**src/rtl/asi_w_mem.sv**
```systemverilog
// AXI4 slave write-path responder: one AW burst at a time, per-beat FIXED/INCR/WRAP
// address generation, byte-enabled single-port memory write, single B response.
module asi_w_mem #(
    parameter int unsigned AXI_DW     = 128,
    parameter int unsigned AXI_AW     = 32,
    parameter int unsigned AXI_IW     = 8,
    parameter int unsigned AXI_LW     = 8,
    parameter int unsigned AXI_SW     = 3,
    parameter int unsigned AXI_BURSTW = 2,
    parameter int unsigned AXI_BRESPW = 2,
    parameter int unsigned MEM_BYTES  = 65536,
    parameter int unsigned AXI_BYTES  = AXI_DW / 8,
    parameter int unsigned AXI_WSTRBW = AXI_BYTES
) (
    input  logic                  ACLK,
    input  logic                  ARESETn,
    input  logic [AXI_IW-1:0]     AWID,
    input  logic [AXI_AW-1:0]     AWADDR,
    input  logic [AXI_LW-1:0]     AWLEN,
    input  logic [AXI_SW-1:0]     AWSIZE,
    input  logic [AXI_BURSTW-1:0] AWBURST,
    input  logic                  AWVALID,
    output logic                  AWREADY,
    input  logic [AXI_DW-1:0]     WDATA,
    input  logic [AXI_WSTRBW-1:0] WSTRB,
    input  logic                  WLAST,
    input  logic                  WVALID,
    output logic                  WREADY,
    output logic [AXI_IW-1:0]     BID,
    output logic [AXI_BRESPW-1:0] BRESP,
    output logic                  BVALID,
    input  logic                  BREADY,
    output logic                  mem_we,
    output logic [AXI_AW-1:0]     mem_addr,
    output logic [AXI_DW-1:0]     mem_wdata,
    output logic [AXI_WSTRBW-1:0] mem_be
);
    localparam int unsigned MAX_SIZE = $clog2(AXI_BYTES);

    typedef enum logic [1:0] {IDLE, DATA, RESP} state_t;

    state_t                  state;
    logic [AXI_IW-1:0]       id_q;
    logic [AXI_AW-1:0]       addr_q;
    logic [AXI_LW-1:0]       len_q;
    logic [AXI_SW-1:0]       size_q;
    logic [AXI_BURSTW-1:0]   burst_q;
    logic [AXI_LW-1:0]       cnt_q;
    logic                    slv_q;
    logic                    dec_q;
    logic                    sup_q;
    logic                    first_q;

    logic [31:0]             addr32, nbytes, size_mask, lane_addr, lo;
    logic [31:0]             bnd_mask, incr_next, wrap_next, next_addr;
    logic [31:0]             aw_nbytes;
    logic [AXI_WSTRBW-1:0]   lane;
    logic                    oor, beat_last, wlast_bad, wrap_len_ok, aw_bad;

    always_comb begin
        addr32    = 32'(addr_q);
        nbytes    = 32'd1 << size_q;
        size_mask = nbytes - 32'd1;
        // only the first beat may be unaligned; later beats use the size-aligned address
        lane_addr = first_q ? addr32 : (addr32 & ~size_mask);
        lo        = lane_addr & 32'(AXI_BYTES - 1);
        lane      = '0;
        for (int unsigned i = 0; i < AXI_WSTRBW; i++) begin
            lane[i] = (i >= lo) && (i < lo + nbytes);
        end
        bnd_mask  = ((32'(len_q) + 32'd1) << size_q) - 32'd1;
        incr_next = (addr32 & ~size_mask) + nbytes;
        wrap_next = (addr32 & ~bnd_mask) + ((addr32 + nbytes) & bnd_mask);
        case (burst_q)
            AXI_BURSTW'(1): next_addr = incr_next;
            AXI_BURSTW'(2): next_addr = wrap_next;
            default:        next_addr = addr32;
        endcase
        oor       = addr32 >= MEM_BYTES;
        beat_last = cnt_q == len_q;
        wlast_bad = WLAST != beat_last;

        aw_nbytes   = 32'd1 << AWSIZE;
        wrap_len_ok = (32'(AWLEN) == 32'd1) || (32'(AWLEN) == 32'd3) ||
                      (32'(AWLEN) == 32'd7) || (32'(AWLEN) == 32'd15);
        aw_bad      = (32'(AWSIZE) > MAX_SIZE) || (AWBURST == AXI_BURSTW'(3)) ||
                      ((AWBURST == AXI_BURSTW'(2)) &&
                       (!wrap_len_ok || ((32'(AWADDR) & (aw_nbytes - 32'd1)) != 32'd0)));
    end

    always_ff @(posedge ACLK or negedge ARESETn) begin
        if (!ARESETn) begin
            state     <= IDLE;
            AWREADY   <= 1'b0;
            WREADY    <= 1'b0;
            BVALID    <= 1'b0;
            BID       <= '0;
            BRESP     <= '0;
            mem_we    <= 1'b0;
            mem_addr  <= '0;
            mem_wdata <= '0;
            mem_be    <= '0;
            id_q      <= '0;
            addr_q    <= '0;
            len_q     <= '0;
            size_q    <= '0;
            burst_q   <= '0;
            cnt_q     <= '0;
            slv_q     <= 1'b0;
            dec_q     <= 1'b0;
            sup_q     <= 1'b0;
            first_q   <= 1'b0;
        end else begin
            mem_we <= 1'b0;
            case (state)
                IDLE: begin
                    AWREADY <= 1'b1;
                    if (AWVALID && AWREADY) begin
                        id_q    <= AWID;
                        addr_q  <= AWADDR;
                        len_q   <= AWLEN;
                        size_q  <= AWSIZE;
                        burst_q <= AWBURST;
                        cnt_q   <= '0;
                        slv_q   <= aw_bad;
                        sup_q   <= aw_bad;
                        dec_q   <= 1'b0;
                        first_q <= 1'b1;
                        AWREADY <= 1'b0;
                        WREADY  <= 1'b1;
                        state   <= DATA;
                    end
                end
                DATA: begin
                    if (WVALID && WREADY) begin
                        if (!sup_q && !oor) begin
                            mem_we    <= 1'b1;
                            mem_addr  <= AXI_AW'(addr32 & ~32'(AXI_BYTES - 1));
                            mem_wdata <= WDATA;
                            mem_be    <= WSTRB & lane;
                        end
                        dec_q   <= dec_q | oor;
                        slv_q   <= slv_q | wlast_bad;
                        addr_q  <= AXI_AW'(next_addr);
                        cnt_q   <= cnt_q + AXI_LW'(1);
                        first_q <= 1'b0;
                        if (beat_last) begin
                            WREADY <= 1'b0;
                            BVALID <= 1'b1;
                            BID    <= id_q;
                            BRESP  <= (slv_q || wlast_bad) ? AXI_BRESPW'(2) :
                                      (dec_q || oor)       ? AXI_BRESPW'(3) : '0;
                            state  <= RESP;
                        end
                    end
                end
                RESP: begin
                    if (BREADY) begin
                        BVALID  <= 1'b0;
                        AWREADY <= 1'b1;
                        state   <= IDLE;
                    end
                end
                default: state <= IDLE;
            endcase
        end
    end
endmodule

```
**config.mk**
```make
export PLATFORM = sky130hd
export DESIGN_NAME = asi_w_mem
export DESIGN_NICKNAME = d
export VERILOG_FILES = /design/src/rtl/asi_w_mem.sv
export SDC_FILE = /design/constraint.sdc
export NUM_CORES = 1
export LEC_CHECK = 0
export ABC_AREA = 1
export CORE_MARGIN = 2
export CORE_UTILIZATION = 36
export CTS_BUF_LIST = sky130_fd_sc_hd__clkbuf_2 sky130_fd_sc_hd__clkbuf_4 sky130_fd_sc_hd__clkbuf_8
export DETAILED_ROUTE_END_ITERATION = 8
export SETUP_SLACK_MARGIN = 0.2
export SKIP_CTS_REPAIR_TIMING = 1
export SLEW_MARGIN = 10
export SYNTH_ARGS = -nofsm -noshare
export SYNTH_HDL_FRONTEND = slang
export SYNTH_SLANG_ARGS = --single-unit
export TNS_END_PERCENT = 10
```
**constraint.sdc**
```tcl
create_clock -name ACLK -period 10.1 [get_ports ACLK]
set_input_delay 1.01 -clock ACLK [delete_from_list [all_inputs] [get_ports ACLK]]
set_output_delay 1.01 -clock ACLK [all_outputs]
set_load 0.005 [all_outputs]
```
-- Word-level counts from Yosys, hierarchy flattened
Index checks and enable logic that the tools add are counted.
- register bits: 253
- input bits: 203
- output and inout bits: 190
- logic and storage cells: 174
- add/subtract/negate cells: 9
- order comparisons: 34
- equality and inequality tests: 17
- shift operators: 3
- mux-type cells: 37
- bitwise gates (word level): 9
- reduce and logical (&&, ||, !) cells: 45
- operators by type and width (cell ; number):
    < comparator 4 x 32 -> 1 bit (first input constant) ; 8
    AND 32 bit ; 4
    < comparator 3 x 32 -> 1 bit (first input constant) ; 4
    case mux 32 bit (2 select lines) ; 2
    adder 32 bit ; 3
    subtractor 32 x 1 -> 32 bit (second input constant) ; 3
    < comparator 1 x 32 -> 1 bit (first input constant) ; 2
    < comparator 2 x 32 -> 1 bit (first input constant) ; 2
    2-to-1 mux 32 bit ; 2
    inverter 32 bit ; 2
    left shift 1 x 3 -> 32 bit (first input constant) ; 2
    adder 4 x 32 -> 32 bit ; 1
    greater-or-equal comparator 32 x 17 -> 1 bit (second input constant) ; 1
    greater-or-equal comparator 4 bit (first input constant) ; 8
    nonzero test 32 bit ; 1
    left shift 9 x 3 -> 32 bit ; 1
    logical AND 1 bit ; 20
    AND 16 bit ; 1
    greater-or-equal comparator 3 x 4 -> 1 bit (first input constant) ; 4
    2-to-1 mux 1 bit ; 16
    2-to-1 mux 8 bit ; 2
    case mux 8 bit (2 select lines) ; 1
    AND reduction 4 bit ; 4
    2-to-1 mux 2 bit ; 6
    25 further kinds ; 54

-- Longest topological paths before layout
- depth after elaboration: 10
- mapped depth: 33

-- Worst setup path before layout
Ideal clock, no wire load.
- path type: reg2reg
- from: reg size_q[2]
- to: reg addr_q[31], in the netlist addr32[31]
- setup time: 116 ps
- arrival time: 3550 ps
- required time: 9984 ps
- setup slack: 6434 ps
- cell stages (with the launch flop): 31
- clock period less this slack: 3666 ps
- cells stage by stage: dfrtp_1 -> clkbuf_8 -> inv_6 -> buf_4 -> nand3_1 -> inv_1 -> ha_1 -> nand2_1 -> o21ai_2 -> nand2_1 -> nand2_1 -> nand2_1 -> a21oi_2 -> nand2_1 -> nor2_2 -> nand3_1 -> o21ai_0 -> a21oi_1 -> ha_1 -> a21oi_1 -> nor2_1 -> nand2_1 -> nand2_1 -> nand2_1 -> nand2_1 -> nor2_1 -> nand3_1 -> nand3_1 -> nand2_1 -> nand2_1 -> nand2_1
- word-level cells in the longest chain between the ends: 8
- elaborated cells between the ends (all ways): 15
- classes of those cells: 5 x add/sub; 2 x shift; 3 x mux; 5 x bitwise
- RTL lines (item ; RTL line ; source):
    start: declaration ; 46 ; logic [AXI_SW-1:0] size_q;
    start signal: assignment ; 106 ; size_q <= '0;
    start signal: assignment ; 122 ; size_q <= AWSIZE;
    left shift 9 x 3 -> 32 bit / left shift 1 x 3 -> 32 bit (equally long branches) ; 71, 62 ;
    subtractor 32 x 1 -> 32 bit (on tied branches) ; 71, 63 ;
    inverter 32 bit (on tied branches) ; 73, 72 ;
    AND 32 bit (on tied branches) ; 73, 72 ;
    adder 32 bit (on tied branches) ; 73, 72 ;
    case mux 32 bit (2 select lines) (*) ; 74 ; case (burst_q)
    2-to-1 mux 32 bit (*) ; 135 ; if (WVALID && WREADY) begin
    case mux 32 bit (2 select lines) (*) ; 115 ; case (state)
    end signal: assignment ; 144 ; addr_q <= AXI_AW'(next_addr);
    end: declaration ; 44 ; logic [AXI_AW-1:0] addr_q;
Mark *: on every way between the ends. The rest lies on a longest branch, timed or not. The select of a mux whose other input is x is not followed.
A chain may end at the register's enable or synchronous reset.

-- Worst setup path in the final report
- from: reg size_q[2]
- to: reg addr_q[12], in the netlist addr32[12]
Same word-level chain as after synthesis.

==> impl_metrics.toml <==
[die]
start_util_pct = 36.4
coreArea_um2 = 45400
die-height_um = 218
fp-row-count = 78
fp.dieW_um = 218
io_pins = 393
die_area_um2 = 47600

[detailed_routing]
wire_per_inst_um = 19.5
initialDrtViolationCount = 1294
vias = 16935
ant_nets = 0
via_per_inst = 5.06
dr.pass1.iters = 6
drt-total-wl_um = 65100
drc = 0

[global_route]
grt_pass1_vias = 16746
grt_pass1_wl_um = 99100
gr-total-overflow = 0
grt_max_degree = 111
antenna_found_initial = 5
track_usage_pct = 27.2

[synthesis]
yosysSeqAreaShare_pct = 38.3
yosysMostFrequentCell = "nand2_1"
synth_edf_count = 0
ys_warn_count = 0
async_flop_share_pct = 100
synth.largest_area_cell = "dfrtp_1"
yosys_most_used_dff = "dfrtp_1"
synth_top_area_share_pct = 38.3
synthCells = 2346
synth_cell_types = 63
netlist_area_um2 = 16500
ys_ff_latch = 253
yosys-top-cells-area = "dfrtp_1, nand2_1, nand3_1"
synth_top_cells_by_count = "nand2_1, dfrtp_1, inv_1"
avgSynthCellArea_um2 = 7.04

[pwr]
peakVddDrop_uv = 110
p_per_area_nw_per_um2 = 248
p_leak_nw = 10.7
report.power.total_mw = 5.38

[sta]
hold-worst-slack_ns = 0.464
fin_tns_setup_ns = 0
fmax_mhz = 193
finalHoldViolCount = 0
period_needed_ns = 5.18
period_share_pct = 51.3
timing.slew.headroom_pct = 24.2
setup_viol_count_final = 0
rsz0062_at_grt = "false"
clock_skew_ns = 0.0350
tightest_slew_ns = 1.13
slew_violations = 0

[setup_path]
required_ns = 10.52
critPathSlowestCell = "dfrtp_1"
critical_path.max_fanout = 27
critPathArrivalTime_ns = 5.60
cp-end-kind = "flop"
r2r_setup_slack_ns = 4.92
path_cells = "inv_6 -> nand2_2 -> nor2_4 -> ha_1 -> fa_1 -> inv_1 -> nor2_1 -> inv_1 -> fa_1 -> nor2_1 -> nand2_1 -> nor2_1 -> nand3_1 -> nor2_1 -> nand2_2 -> nor2_4 -> xor2_1 -> o21ai_0 -> o211ai_1 -> o21ai_0"
path_common_cell = "nor2_1"
criticalPathCategory = "reg2reg"
cp-start-kind = "flop"
cpPeakStageDelay_ns = 1.04
rr_worst_depth = 20

[clock_network]
cts_sinks = 253
clk_latency_ns = 0.58
cts_buffers = 43
htree_levels = 2
clockRootBuffer = "clkbuf_8"
clk_path_buf_depth = 3
clk_pin_slew_ns = 0.06
cts_tree = "built"

[min_path]
hold_path.class = "reg2reg"
hold_depth = 2

[finish]
nets = 2947
fin_util_pct = 47.9
nFillCells = 4555
layout-drive-gt1-share_pct = 9.66
area_delta_synth_final_pct = 31.5
final_cells = 3344

[run]
maxCapViolations = 0

[outcome]
outcome = "complete, no violations"

[placement]
portBuffers = 388
dpl.hpwl_um = 51300
dp.cells = 3265
place.gp.congestion = 0.958
## layer usage
layer,part of all wire (%),up-vias,global-route usage (%)
li1,-,8223,-
met1,40,7938,32.8
met2,47,633,44.9
met3,8.5,133,7.59
met4,4.6,8,12.3
met5,0.077,-,0
## stage by stage
| stage | setup WS (ns) | cell area (um2) |
|---|---|---|
| 2_1_floorplan | 6.43 | 16500 |
| 3_3_place_gp | 5.18 | 20800 |
| 3_5_place_dp | 5.08 | 20800 |
| 4_1_cts | 5.05 | 21700 |
| 5_1_grt | 4.42 | 21700 |
| 6_report | 4.92 | 21700 |
## worst paths after layout
path	endpoint	from
worst max-delay path	addr32[12]	size_q[2]
worst min-delay path	mem_addr[16]	mem_addr[16]
worst max register to register	addr32[12]	size_q[2]
worst min register to register	mem_addr[16]	mem_addr[16]
max in group asynchronous	mem_wdata[98]	ARESETn
min in group asynchronous	mem_wdata[38]	ARESETn
## power by group
| group | total, mW | internal, mW | switching (mW) |
|---|---|---|---|
| Sequential | 1.38 | 1.15 | 0.228 |
| Combinational | 2.96 | 0.912 | 2.05 |
| Clock | 1.03 | 0.580 | 0.454 |
## critical path, delay by kind of cell, from the launching register on
kind,cells,cell delay (ns)
AOI/OAI and AO/OA,3,0.38
adders and majority gates,3,1.31
DFF,1,1.04
and+or+nand+nor,10,1.58
xor gates and xnor gates,1,0.35
buffers and inverters,3,0.37
## registers in the layout, summed over array words and instances, names as in the netlist, 3 cells and up
register,cells
mem_wdata,128
id_q,8
len_q,8
BID,8
cnt_q,8
mem_addr,28
addr32,32
size_q,3
mem_be,16
## area by class of cell
type,instances,area [um2],area share [%]
multi-input combinational,1777,8830,40.6
timing repair buffer,397,3960,18.2
sequential,253,6330,29.1
inverter,238,915,4.21
clock inverter,10,110,0.507
antenna,1,2.50,0.0115
tap,600,751,3.46
clock buffer,68,836,3.85
## cells by family after synthesis
family | Yosys count | share of synthesized area, %
buffers and inverters | 319 | 8.42
multiplexers | 8 | 0.545
adder cells (fa/ha/maj) | 34 | 2.71
AND/OR/NAND/NOR | 1428 | 38.8
AO/OA/AOI/OAI | 257 | 8.76
XOR/XNOR | 46 | 2.44
other | 1 | 0.0227
flip-flops | 253 | 38.3
## cells in the final DEF (no fill, tap or decap), types with 5 or more instances in the layout
cell             instances
inv_6                    5
ha_1                    31
nand3b_1                 7
nor4_1                   6
o22ai_1                  5
o21ai_1                 12
nand2_2                 42
or2_2                    6
dfrtp_1                253
a31oi_1                 17
xnor2_1                  7
a21oi_2                  7
mux2_2                   8
nor3_1                  25
a21oi_1                 72
xor2_1                  39
buf_4                    9
inv_2                   12
nor2_4                  22
inv_1                  216
o211ai_1                 7
nor2_1                 183
nand4_1                 39
o21ai_0                108
nor2_2                  23
clkbuf_8                52
clkbuf_4                16
nand2_1                844
nand3_1                181
nand2_4                 12
nand3_2                 28
clkinv_2                 8
clkdlybuf4s50_1        387
(Power assumes the default switching activity.)
